### src/rtl/led_pattern_if.sv
// Switch-side controls and LED-side outputs of the pattern engine, bundled as one port.
interface led_pattern_if #(
    parameter int N_LED      = 4,
    parameter int SPEED_BITS = 2
);
    logic [1:0]            mode;
    logic [SPEED_BITS-1:0] speed;
    logic                  pause;
    logic [N_LED-1:0]      led;
    logic                  tick;

    modport master (
        output mode,
        output speed,
        output pause,
        input  led,
        input  tick
    );

    modport slave (
        input  mode,
        input  speed,
        input  pause,
        output led,
        output tick
    );
endinterface

### src/rtl/led_pattern_gen.sv
// LED pattern engine: a speed-scaled prescaler emits a step tick that advances one of
// four N_LED-wide patterns (count, walk, bounce, blink); mode/pause come from switches.
module led_pattern_gen #(
    parameter int N_LED      = 4,
    parameter int TICK_BASE  = 25_000_000,
    parameter int SPEED_BITS = 2
) (
    input  logic         clk,
    input  logic         rst_n,
    led_pattern_if.slave bus
);

    // Counter must span the slowest period, TICK_BASE << (2**SPEED_BITS - 1).
    localparam int CW = $clog2(TICK_BASE << (2**SPEED_BITS - 1));

    localparam logic [CW:0] BASE = (CW+1)'(TICK_BASE);

    typedef enum logic [1:0] {
        MODE_COUNT  = 2'd0,
        MODE_WALK   = 2'd1,
        MODE_BOUNCE = 2'd2,
        MODE_BLINK  = 2'd3
    } mode_e;

    typedef enum logic {
        DIR_UP   = 1'b0,
        DIR_DOWN = 1'b1
    } dir_e;

    if (N_LED < 1) begin : g_bad_n_led
        $error("led_pattern_gen: N_LED must be >= 1");
    end
    if (TICK_BASE < 2) begin : g_bad_tick_base
        $error("led_pattern_gen: TICK_BASE must be >= 2");
    end

    logic [CW-1:0]    cnt_q,  cnt_d;
    logic [N_LED-1:0] pat_q,  pat_d;
    dir_e             dir_q,  dir_d;
    mode_e            mode_q, mode_d;
    logic             tick_q, tick_d;

    mode_e       mode_in;
    logic [CW:0] period;
    logic [CW:0] term;
    logic        at_term;

    function automatic logic [N_LED-1:0] init_pat(input mode_e m);
        logic [N_LED-1:0] r;
        case (m)
            MODE_WALK,
            MODE_BOUNCE: r = N_LED'(1);
            default:     r = '0;
        endcase
        return r;
    endfunction

    function automatic logic [N_LED-1:0] rotl(input logic [N_LED-1:0] p);
        return (p << 1) | (p >> (N_LED - 1));
    endfunction

    assign mode_in = mode_e'(bus.mode);

    // Period follows the live speed input, so a faster setting applies immediately;
    // the >= compare lets an over-range count terminate on the very next edge.
    assign period  = BASE << bus.speed;
    assign term    = period - (CW+1)'(1);
    assign at_term = ({1'b0, cnt_q} >= term);

    always_comb begin
        cnt_d  = cnt_q;
        pat_d  = pat_q;
        dir_d  = dir_q;
        mode_d = mode_q;
        tick_d = 1'b0;

        if (mode_in != mode_q) begin
            mode_d = mode_in;
            pat_d  = init_pat(mode_in);
            dir_d  = DIR_UP;
            cnt_d  = '0;
        end else if (!bus.pause) begin
            if (at_term) begin
                cnt_d  = '0;
                tick_d = 1'b1;
                case (mode_q)
                    MODE_COUNT: pat_d = pat_q + N_LED'(1);
                    MODE_WALK:  pat_d = rotl(pat_q);
                    MODE_BOUNCE: begin
                        // Direction flips on the step that lands on an end LED, so each
                        // end is shown for exactly one period.
                        if (N_LED == 1) begin
                            pat_d = N_LED'(1);
                        end else if (dir_q == DIR_UP) begin
                            pat_d = pat_q << 1;
                            if (pat_d[N_LED-1]) dir_d = DIR_DOWN;
                        end else begin
                            pat_d = pat_q >> 1;
                            if (pat_d[0]) dir_d = DIR_UP;
                        end
                    end
                    default:    pat_d = ~pat_q;
                endcase
            end else begin
                cnt_d = cnt_q + CW'(1);
            end
        end
    end

    always_ff @(posedge clk or negedge rst_n) begin
        if (!rst_n) begin
            cnt_q  <= '0;
            pat_q  <= '0;
            dir_q  <= DIR_UP;
            mode_q <= MODE_COUNT;
            tick_q <= 1'b0;
        end else begin
            cnt_q  <= cnt_d;
            pat_q  <= pat_d;
            dir_q  <= dir_d;
            mode_q <= mode_d;
            tick_q <= tick_d;
        end
    end

    assign bus.led  = pat_q;
    assign bus.tick = tick_q;

endmodule

### src/flat_wrapper.sv
// flat-port wrapper written by rule: the top's interface ports become plain ports
module led_pattern_gen_flat 
#(
    parameter int N_LED      = 4,
    parameter int TICK_BASE  = 25_000_000,
    parameter int SPEED_BITS = 2
)
  (clk, rst_n, bus_mode, bus_speed, bus_pause, bus_led, bus_tick);
  led_pattern_if #(.N_LED(N_LED), .SPEED_BITS(SPEED_BITS)) bus_i ();
  input  logic clk;
  input  logic rst_n;
  input wire logic [$bits(bus_i.mode)-1:0] bus_mode;
  input wire logic [$bits(bus_i.speed)-1:0] bus_speed;
  input wire logic [$bits(bus_i.pause)-1:0] bus_pause;
  output wire logic [$bits(bus_i.led)-1:0] bus_led;
  output wire logic [$bits(bus_i.tick)-1:0] bus_tick;
  assign bus_i.mode = bus_mode;
  assign bus_i.speed = bus_speed;
  assign bus_i.pause = bus_pause;
  assign bus_led = bus_i.led;
  assign bus_tick = bus_i.tick;
  led_pattern_gen #(.N_LED(N_LED), .TICK_BASE(TICK_BASE), .SPEED_BITS(SPEED_BITS)) u_core (.clk(clk), .rst_n(rst_n), .bus(bus_i));
endmodule
### config.mk
export PLATFORM = sky130hd
export DESIGN_NAME = led_pattern_gen_flat
export DESIGN_NICKNAME = d
export VERILOG_FILES = /design/src/rtl/led_pattern_if.sv /design/src/rtl/led_pattern_gen.sv /design/src/flat_wrapper.sv
export SDC_FILE = /design/constraint.sdc
export NUM_CORES = 1
export LEC_CHECK = 0
export CORE_UTILIZATION = 55
export CTS_BUF_LIST = sky130_fd_sc_hd__clkbuf_8
export DETAILED_ROUTE_END_ITERATION = 8
export PLACE_DENSITY = 0.81
export SYNTH_ARGS = -nofsm -noshare
export SYNTH_HDL_FRONTEND = slang
export SYNTH_SLANG_ARGS = --single-unit
### constraint.sdc
create_clock -name clk -period 6.7 [get_ports clk]
set_input_delay 1.34 -clock clk [delete_from_list [all_inputs] [get_ports clk]]
set_output_delay 1.34 -clock clk [all_outputs]
set_load 0.01 [all_outputs]
==> results of run 1 <==
==> layout by cell type, fill, tap and decap left out, drive strengths merged, types with 5 or more instances in the layout <==
| cell | Yosys | layout |
|---|---|---|
| nor2 | 42 | 42 |
| dfrtp | 36 | 36 |
| nand2 | 31 | 31 |
| ha | 19 | 19 |
| a21oi | 18 | 18 |
| xor2 | 16 | 16 |
| nand3 | 15 | 15 |
| xnor2 | 13 | 13 |
| o21ai | 12 | 12 |
| inv | 10 | 11 |
| clkdlybuf4s50 | 0 | 10 |
| and3 | 9 | 9 |
| nor3 | 8 | 8 |
| nand4 | 5 | 5 |
| clkbuf | 10 | 5 |
==> logic make-up after synthesis <==
kind of cell,synth area share
buf+inv,0.0483
xor+xnor,0.106
mux,0.0122
compound gates,0.112
fa+ha+maj,0.101
flops,0.366
simple gates,0.252
other cells,0.00153
==> Yosys cell counts (all sizes together), types with 2 or more instances <==
cell type	number
xor2	16
and3	9
nand4	5
o21ai	12
a21oi	18
dfrtp	36
a211oi	2
or3	3
nand2	31
and4	2
nor4	4
xnor2	13
nor3	8
nor2	42
ha	19
nand3	15
a31oi	4
a2111o	2
or4	2
buf	7
mux2i	3
inv	10
nor2b	3
clkbuf	10
==> layout make-up <==
| cell class | instances | area [um2] |
|---|---|---|
| Inverter | 10 | 37.5 |
| Clock inverter | 3 | 38.8 |
| Clock buffer | 5 | 68.8 |
| Tap cell | 50 | 62.6 |
| Timing Repair Buffer | 12 | 113 |
| Sequential cell | 36 | 901 |
| Multi-Input combinational cell | 227 | 1440 |
| Fill cell | 362 | 1480 |
==> stage by stage <==
step | cells | hold slack (ps) | util | worst slack, ps | total power [uW]
5_1_grt | 343 | 590 | 0.643 | 2200 | 475
6_report | 343 | 572 | 0.643 | 2470 | 455
3_3_place_gp | 335 | 545 | 0.617 | 2290 | 270
2_1_floorplan | 290 | 516 | - | 3040 | 255
3_5_place_dp | 335 | 563 | 0.617 | 2160 | 271
4_1_cts | 343 | 575 | 0.643 | 2450 | 459
==> registers in the layout, indices dropped and copies added (netlist names) <==
register         count
u_core.cnt_q        28
u_core.bus.led       4
u_core.mode_q        2
u_core.bus.tick      1
u_core.dir_q         1
==> how the worst max path moves through the flow <==
stage	startpoint	to	slack, ps	depth (start not counted)
after floorplan	bus_speed[0]	u_core.dir_q	3040	12
after global placement	bus_speed[1]	u_core.dir_q	2290	12
after detailed placement	bus_speed[1]	u_core.dir_q	2160	12
after CTS	bus_speed[1]	u_core.dir_q	2450	12
after global routing	bus_speed[1]	u_core.dir_q	2200	12
final	bus_speed[1]	u_core.dir_q	2470	12
==> worst register-to-register path: cells and delay by family, from the launching register on <==
| family | cells | cell delay [ps] |
|---|---|---|
| and+or+nand+nor | 5 | 1570 |
| adders and majority gates | 1 | 310 |
| AOI/OAI and AO/OA | 2 | 360 |
| DFF | 1 | 430 |
==> power by group <==
group / switching (uW) / leakage [uW] / total (uW) / internal, uW
combinational: 26.4 / 0.000608 / 41.6 / 15.2
clock: 80.1 / 0.0000593 / 189 / 109
sequential: 5.05 / 0.000495 / 224 / 219
==> layer usage <==
metal  track usage  vias up  part of all wire
met4        0.0893        0             0.013
li1              -      996                 -
met5             0        -                 0
met3        0.0625        5             0.041
met2         0.388       34              0.48
met1         0.294      969              0.46
==> qor.txt, run 1 <==
====================================================================================
Total negative slack for setup checks .................................         0 ps
Number of cell instances on the worst register-to-register path .......            8
GPL Wtd Cong ..........................................................        0.866
Flip-flop and latch count after synthesis .............................           36
Post-synthesis cell type count ........................................           45
Antenna diode instance count ..........................................            0
Timing-limited maximum frequency ......................................      236 MHz
Time the worst path needs with I/O delays and setup ...................      4230 ps
Peak supply drop ......................................................     0.148 mV
Yosys warning total ...................................................            0
Area Growth Syn to Fin ................................................        8.35%
Hold Path Class ....................................................... flop to flop
Critical path data required time ......................................      6900 ps
Most frequently used flop master after synthesis ...................... sky130_fd_sc_hd__dfrtp_1
Arrival time at the worst endpoint ....................................      4430 ps
CP top delay family ................................................... simple AND/OR/NAND/NOR gates
Starting DRC count in detailed routing ................................          126
Worst-case clock buffer depth .........................................            2
CTS Buf Count .........................................................            5
Total cell area at the placement stage ................................     2560 um2
Finished layout cell area .............................................     2660 um2
Final hold viol count .................................................            0
Number of buffers and inverters on the critical path ..................            3
Power density of the placed cells .....................................   171 nW/um2
Total congestion overflow after global routing ........................            0
CTS Hold Buffers Added ................................................            0
Result of the run ..................................................... finished, final reports clean
Largest net degree at the start of global routing .....................           37
Number of cells produced by synthesis .................................          289
CTS clock-pin slew for the worst setup and hold paths .................        80 ps
Number of antenna violations at the first check in global routing .....            0
Capture endpoint of the worst hold path ............................... u_core.cnt_q[27]
Area of the die .......................................................     4740 um2
Unrepaired setup endpoints after global routing .......................           no
Worst R2R Start ....................................................... u_core.cnt_q[8]
TritonCTS clock tree ..................................................         done
Largest cells by area after synthesis ................................. sky130_fd_sc_hd__dfrtp_1 37%, sky130_fd_sc_hd__ha_1 9.7%, sky130_fd_sc_hd__nor2_1 6.4%
Static power due to leakage ...........................................   0.00116 uW
Share of flip-flops with an asynchronous set or reset after synthesis .         1.00
Via count .............................................................         2004
Worst path slowest cell ............................................... sky130_fd_sc_hd__clkdlybuf4s50_1
Startpoint kind of the worst setup timing path ........................ primary input
Most area-hungry cell type in the Yosys netlist ....................... sky130_fd_sc_hd__dfrtp_1
Number of global-route vias before repair .............................         1855
Clock sinks ...........................................................           36
Sequential fraction of the synthesis area .............................        0.366
Total count of max-transition violations in the final report ..........            0
Number of standard-cell rows in the floorplan .........................           23
Slack of the worst reg-to-reg path ....................................      3940 ps
Fraction of layout instances using a drive strength above 1 ...........       0.0478
DRT antenna net count .................................................            0
Gates resized, CTS repair .............................................            0
Class of the most critical setup path ................................. primary input to flop
Drt first pass iters ..................................................            4
Max-cap violation count ...............................................            0
Average footprint of a synthesized cell ...............................     8.51 um2
Routed len/inst .......................................................      13.8 um
Via density per instance ..............................................         5.84
Worst-Margin Slew .....................................................       791 ps
Worst skew pair latency ...............................................       290 ps
Number of levels the H-tree was split into ............................            2
Type of destination of the critical path ..............................         flop
Mapped Area ...........................................................     2460 um2
Die Span Y ............................................................      68.9 um
Area share of the leading cell type in the synthesized netlist ........        0.366
Width of the die ......................................................      68.9 um
Root buffer cell ...................................................... sky130_fd_sc_hd__clkbuf_8
Initial core utilization ..............................................        0.593
Largest fanout on the critical path ...................................           19
Number of placed I/O pins .............................................           12
Final setup skew ......................................................      8.03 ps
EDFF count, synth .....................................................            0
Buffers inserted during post-CTS setup optimization ...................            0
Worst relative slew slack .............................................        0.472
Estimated wirelength of the detail-placed design ......................      3380 um
First-pass GRT wire length ............................................      8160 um
Cell occurring most often along the worst timing path ................. sky130_fd_sc_hd__inv_1
Hold path depth .......................................................            2
Biggest cell delay along the critical path ............................       520 ps
Critical Path, Cell by Cell ........................................... clkdlybuf4s50_1, inv_1, nor2_1, inv_1, ha_1, nand4_1, or4_1, nor4_2, o21ai_1, and4_1, or3_1, a221oi_2
Final clock period utilization by the worst path ......................        0.632
Start point of the worst hold path .................................... u_core.cnt_q[27]
Area of the core ......................................................     4140 um2
Number of port buffers ................................................           11
Routed wire length ....................................................      4720 um
Drt drc ...............................................................            0
Capture point of the worst reg-to-reg path ............................ u_core.dir_q
Global routing usage summed across all routing layers .................        0.236
Final layout net count ................................................          318
Number of endpoints failing setup at the final stage ..................            0
====================================================================================
Power figures use the tool's default switching activity.
==> run 2: changes to the inputs <==
Clock period 6.7 ns to 4.12 ns, I/O delays scaled along.
==> qor.txt, run 2 (synthesized netlist as in run 1, its figures left out) <==
================================================================================
Number of buffers and inverters on the critical path ..............            3   unchanged
Via count .........................................................         2015   was 2004
Largest fanout on the critical path ...............................           11   was 19
Hold Path Class ................................................... flop to flop   unchanged
TritonCTS clock tree ..............................................         done   unchanged
Top register by number of flip-flops .............................. u_core.cnt_q   unchanged
Total negative slack for setup checks .............................         0 ps   unchanged
CP top delay family ............................................... simple AND/OR/NAND/NOR gates   unchanged
Final clock period utilization by the worst path ..................        0.883
Final setup skew ..................................................      3.80 ps   was 8.03 ps
Critical path data required time ..................................      4320 ps   was 6900 ps
Timing-limited maximum frequency ..................................      275 MHz
Combined flip-flop and latch cell area ............................      901 um2   unchanged
Total count of max-transition violations in the final report ......            0   unchanged
Estimated wirelength of the detail-placed design ..................      3490 um   was 3380 um
Area of the core ..................................................     4140 um2   unchanged
Largest register FFs ..............................................           28   unchanged
Routed len/inst ...................................................      14.1 um   was 13.8 um
Startpoint kind of the worst setup timing path .................... primary input   unchanged
Worst path slowest cell ........................................... sky130_fd_sc_hd__clkdlybuf4s50_1   unchanged
Result of the run ................................................. finished, final reports clean   unchanged
Total congestion overflow after global routing ....................            0   unchanged
Start point of the worst hold path ................................ u_core.cnt_q[1]   was u_core.cnt_q[27]
Largest net degree at the start of global routing .................           37   unchanged
Number of global-route vias before repair .........................         1859   was 1855
Type of destination of the critical path ..........................         flop   unchanged
Worst-case clock buffer depth .....................................            2   unchanged
Slack of the worst reg-to-reg path ................................      1440 ps   was 3940 ps
Final layout net count ............................................          320   was 318
Power density of the placed cells .................................   286 nW/um2   was 171 nW/um2
Worst-Margin Slew .................................................       803 ps   was 791 ps
Drt first pass iters ..............................................            4   unchanged
Width of the die ..................................................      68.9 um   unchanged
Fraction of layout instances using a drive strength above 1 .......       0.0576   was 0.0478
Global routing usage summed across all routing layers .............        0.231   was 0.236
Number of placed I/O pins .........................................           12   unchanged
Final Total Pwr ...................................................       771 uW   was 455 uW
Max-cap violation count ...........................................            0   unchanged
Starting DRC count in detailed routing ............................          116   was 126
Final hold viol count .............................................            0   unchanged
GPL Wtd Cong ......................................................        0.831   was 0.866
Number of antenna violations at the first check in global routing .            0   unchanged
Area of the die ...................................................     4740 um2   unchanged
Antenna diode instance count ......................................            0   unchanged
Most common cell after layout, fill and taps aside ................ sky130_fd_sc_hd__nor2_1   unchanged
Most frequent cells in the layout ................................. 42 x sky130_fd_sc_hd__nor2_1, 36 x sky130_fd_sc_hd__dfrtp_1, 31 x sky130_fd_sc_hd__nand2_1, 19 x sky130_fd_sc_hd__ha_1, 18 x sky130_fd_sc_hd__a21oi_1   unchanged
CTS Hold Buffers Added ............................................            0   unchanged
DRT antenna net count .............................................            0   unchanged
Drt drc ...........................................................            0   unchanged
Number of port buffers ............................................           11   unchanged
Static power due to leakage .......................................   0.00118 uW   was 0.00116 uW
Biggest cell delay along the critical path ........................       520 ps   about the same
Root buffer cell .................................................. sky130_fd_sc_hd__clkbuf_8   unchanged
Via density per instance ..........................................         5.84   about the same
Initial core utilization ..........................................        0.593   unchanged
Worst R2R Start ................................................... u_core.cnt_q[7]   was u_core.cnt_q[8]
Count of fill cells added during filler insertion .................          358   was 362
Clock sinks .......................................................           36   unchanged
CTS clock-pin slew for the worst setup and hold paths .............        70 ps   was 80 ps
Hold path depth ...................................................            2   unchanged
Gates resized, CTS repair .........................................            0   unchanged
Time the worst path needs with I/O delays and setup ...............      3640 ps
Worst skew pair latency ...........................................       290 ps   about the same
Number of endpoints failing setup at the final stage ..............            0   unchanged
First-pass GRT wire length ........................................      8100 um   was 8160 um
Number of standard-cell rows in the floorplan .....................           23   unchanged
Unrepaired setup endpoints after global routing ...................           no   unchanged
Number of levels the H-tree was split into ........................            2   unchanged
CTS Buf Count .....................................................            5   unchanged
Arrival time at the worst endpoint ................................      3840 ps   was 4430 ps
Cell occurring most often along the worst timing path ............. sky130_fd_sc_hd__inv_1   unchanged
Routed wire length ................................................      4850 um   was 4720 um
Die Span Y ........................................................      68.9 um   unchanged
Class of the most critical setup path ............................. primary input to flop   unchanged
Critical Path, Cell by Cell ....................................... clkdlybuf4s50_1, inv_1, nor2_1, inv_1, ha_1, nand4_1, or4_1, nor4_2, o21ai_1, and4_1, or3_1, a221oi_2   unchanged
Combined area of the multi-input logic cells ......................     1440 um2   unchanged
Peak supply drop ..................................................     0.231 mV   was 0.148 mV
Capture endpoint of the worst hold path ........................... u_core.cnt_q[1]   was u_core.cnt_q[27]
Area Growth Syn to Fin ............................................        9.72%   was 8.35%
Capture point of the worst reg-to-reg path ........................ u_core.dir_q   unchanged
Buffers inserted during post-CTS setup optimization ...............            0   unchanged
Number of cell instances on the worst register-to-register path ...            8   unchanged
Worst relative slew slack .........................................        0.465   was 0.472
================================================================================
run 2: cell count changes in the layout (fill, tap and decap cells not counted):
cell,before,now
sky130_fd_sc_hd__clkbuf_8,5,7
sky130_fd_sc_hd__inv_1,11,10
sky130_fd_sc_hd__clkinv_2,1,0
sky130_fd_sc_hd__buf_4,1,3
run 2: per-layer routing:
metal / routed length (um) / part of all wire / vias up / GRT usage
met4: 64 / 0.013 / 0 / 0.0791
met3: 128 / 0.026 / 6 / 0.0428
met5: 0 / 0 / - / 0
li1: - / - / 1005 / -
met2: 2350 / 0.48 / 31 / 0.404
met1: 2310 / 0.48 / 973 / 0.283
run 2: per-stage QoR:
stage	cell area, um2	utilization	hold slack [ps]	worst slack [ps]	std cells
detailed placement	2570	0.620	557	248	337
finish	2700	0.651	568	481	345
CTS	2700	0.651	569	539	345
floorplan	2460	-	516	976	290
global route	2700	0.651	591	325	345
global placement	2570	0.620	541	349	337
run 2: worst min-delay path, delay by kind of cell (launching register included):
family | cells | cell delay (ps)
flops | 1 | 410
compound gates | 1 | 50
simple gates | 1 | 70
run 2: power by group:
part           switching (uW)  internal, uW
combinational            44.4          25.4
clock                     123           213
sequential               7.80           357
run 2: layout make-up:
class                      instances  share of cell area
inverter                          10              0.0139
multi-input combinational        227               0.535
timing repair buffer              14              0.0473
clock buffer                       7              0.0357
tap                               50              0.0232
sequential                        36               0.334
clock inverter                     1              0.0111
run 2: worst max-delay path by stage:
stage                            start      endpoint  slack (ps)  cells past startpoint
after detailed placement  bus_speed[1]  u_core.dir_q         250                     12
final                     bus_speed[1]  u_core.dir_q         480                     12
after global routing      bus_speed[1]  u_core.dir_q         330                     12
after global placement    bus_speed[1]  u_core.dir_q         350                     12
after floorplan           bus_speed[0]  u_core.dir_q         980                     12
after CTS                 bus_speed[1]  u_core.dir_q         540                     12
==> run 3: changes to the inputs <==
Settings changed: CAP_MARGIN set to 20, CORE_UTILIZATION 55 to 26, PLACE_DENSITY 0.81 to 0.42.
==> qor.txt, run 3 (synthesized netlist as in run 1, its figures left out) <==
================================================================================
Worst path slowest cell ........................................... sky130_fd_sc_hd__clkdlybuf4s50_1   unchanged
Fraction of layout instances using a drive strength above 1 .......       0.0576   unchanged
Via density per instance ..........................................         4.80   was 5.84
GPL Wtd Cong ......................................................        0.793   was 0.831
Most common cell after layout, fill and taps aside ................ sky130_fd_sc_hd__nor2_1   unchanged
First-pass GRT wire length ........................................      9660 um   was 8100 um
Worst relative slew slack .........................................        0.413   was 0.465
Peak supply drop ..................................................     0.158 mV   was 0.231 mV
Class of the most critical setup path ............................. primary input to flop   unchanged
Startpoint kind of the worst setup timing path .................... primary input   unchanged
Largest fanout on the critical path ...............................           11   unchanged
Type of destination of the critical path ..........................         flop   unchanged
Power density of the placed cells .................................   313 nW/um2   was 286 nW/um2
Most frequent cells in the layout ................................. 42 x sky130_fd_sc_hd__nor2_1, 36 x sky130_fd_sc_hd__dfrtp_1, 31 x sky130_fd_sc_hd__nand2_1, 19 x sky130_fd_sc_hd__ha_1, 18 x sky130_fd_sc_hd__a21oi_1   unchanged
Estimated wirelength of the detail-placed design ..................      3880 um   was 3490 um
Unrepaired setup endpoints after global routing ...................           no   unchanged
Total congestion overflow after global routing ....................            0   unchanged
Number of global-route vias before repair .........................         1847   was 1859
Total negative slack for setup checks .............................         0 ps   unchanged
Top register by number of flip-flops .............................. u_core.cnt_q   unchanged
Capture endpoint of the worst hold path ........................... u_core.cnt_q[27]   was u_core.cnt_q[1]
Worst setup slack before clock tree synthesis .....................       258 ps   was 248 ps
Area of the core ..................................................     9200 um2   was 4140 um2
Routed wire length ................................................      5590 um   was 4850 um
Via count .........................................................         1948   was 2015
Gates resized, CTS repair .........................................            0   unchanged
Timing-limited maximum frequency ..................................      280 MHz   was 275 MHz
PnR worst setup slack .............................................       546 ps   was 481 ps
Number of port buffers ............................................           11   unchanged
Largest register FFs ..............................................           28   unchanged
Result of the run ................................................. finished, final reports clean   unchanged
Drt first pass iters ..............................................            4   unchanged
Number of placed I/O pins .........................................           12   unchanged
Area of the die ...................................................     9850 um2   was 4740 um2
Routed len/inst ...................................................      13.8 um   was 14.1 um
Cell occurring most often along the worst timing path ............. sky130_fd_sc_hd__inv_1   unchanged
Number of cell instances on the worst register-to-register path ...            8   unchanged
Antenna diode instance count ......................................            0   unchanged
Starting DRC count in detailed routing ............................           55   was 116
Worst-case clock buffer depth .....................................            2   unchanged
Time the worst path needs with I/O delays and setup ...............      3570 ps   was 3640 ps
Count of fill cells added during filler insertion .................         1004   was 358
Final clock period utilization by the worst path ..................        0.868   was 0.883
Biggest cell delay along the critical path ........................       510 ps   was 520 ps
Arrival time at the worst endpoint ................................      3780 ps   was 3840 ps
Fin util ..........................................................        0.305   was 0.651
Number of antenna violations at the first check in global routing .            0   unchanged
Worst-Margin Slew .................................................       881 ps   was 803 ps
Number of levels the H-tree was split into ........................            2   unchanged
Start point of the worst hold path ................................ u_core.cnt_q[27]   was u_core.cnt_q[1]
Global routing usage summed across all routing layers .............        0.125   was 0.231
Hold path depth ...................................................            2   unchanged
Number of endpoints failing setup at the final stage ..............            0   unchanged
Final setup skew ..................................................      9.08 ps   was 3.80 ps
Slack of the worst reg-to-reg path ................................      1470 ps   was 1440 ps
Total count of max-transition violations in the final report ......            0   unchanged
TritonCTS clock tree ..............................................         done   unchanged
Clock sinks .......................................................           36   unchanged
Capture point of the worst reg-to-reg path ........................ u_core.dir_q   unchanged
Die Span Y ........................................................      99.2 um   was 68.9 um
Critical path data required time ..................................      4320 ps   about the same
Buffers inserted during post-CTS setup optimization ...............            0   unchanged
Width of the die ..................................................      99.2 um   was 68.9 um
Critical Path, Cell by Cell ....................................... clkdlybuf4s50_1, inv_1, nor2_1, inv_1, ha_1, nand4_1, or4_1, nor4_2, o21ai_1, and4_1, or3_1, a221oi_2   unchanged
CTS clock-pin slew for the worst setup and hold paths .............        80 ps   was 70 ps
CTS Buf Count .....................................................            5   unchanged
Hold Path Class ................................................... flop to flop   unchanged
Final layout net count ............................................          320   unchanged
Initial core utilization ..........................................        0.267   was 0.593
Max-cap violation count ...........................................            0   unchanged
DRT antenna net count .............................................            0   unchanged
Final hold viol count .............................................            0   unchanged
CTS Hold Buffers Added ............................................            0   unchanged
Drt drc ...........................................................            0   unchanged
Root buffer cell .................................................. sky130_fd_sc_hd__clkbuf_8   unchanged
Area Growth Syn to Fin ............................................        14.1%   was 9.72%
Static power due to leakage .......................................   0.00119 uW   was 0.00118 uW
Largest net degree at the start of global routing .................           37   unchanged
Worst skew pair latency ...........................................       300 ps   was 290 ps
Worst R2R Start ................................................... u_core.cnt_q[11]   was u_core.cnt_q[7]
Number of standard-cell rows in the floorplan .....................           35   was 23
================================================================================
-- run 3: power by group --
| group | internal (uW) | switching (uW) | total [uW] |
|---|---|---|---|
| Sequential | 357 | 8.48 | 365 |
| Combinational | 25.4 | 46.5 | 71.9 |
| Clock | 303 | 139 | 442 |
-- run 3: routing by layer --
metal  track usage  vias up  share of wire
met5             0        -              0
met3        0.0260        6          0.020
met4        0.0373        0          0.012
li1              -     1004              -
met1         0.183      923           0.53
met2         0.185       15           0.44
-- run 3: area by class of cell --
type / count / area, um2 / area share
multi-input cells: 227 / 1440 / 0.514
flip-flops and latches: 36 / 901 / 0.321
well taps: 111 / 139 / 0.0495
repair buffers: 14 / 128 / 0.0455
clock inverters: 3 / 90.1 / 0.0321
clock buffers: 5 / 68.8 / 0.0245
inverters: 10 / 37.5 / 0.0134
-- run 3: through the flow --
step           cells  area (um2)  power (uW)  hold slack [ps]
4_1_cts          406        2810         897              563
3_5_place_dp     398        2650         445              553
6_report         406        2810         878              556
2_1_floorplan    290        2460         415              516
3_3_place_gp     398        2650         446              550
5_1_grt          406        2810         925              581
-- run 3: worst max-delay path: cells and delay by family --
family | cells | cell delay [ps]
simple gates | 6 | 1580
buf+inv | 3 | 710
compound gates | 2 | 360
fa+ha+maj | 1 | 290
-- run 3: worst max-delay path by stage --
stage	from	slack (ps)	end	cells past startpoint
CTS	bus_speed[0]	550	u_core.dir_q	12
floorplan	bus_speed[0]	980	u_core.dir_q	12
detailed placement	bus_speed[0]	260	u_core.dir_q	12
global route	bus_speed[1]	300	u_core.dir_q	12
global placement	bus_speed[1]	300	u_core.dir_q	12
finish	bus_speed[0]	550	u_core.dir_q	12
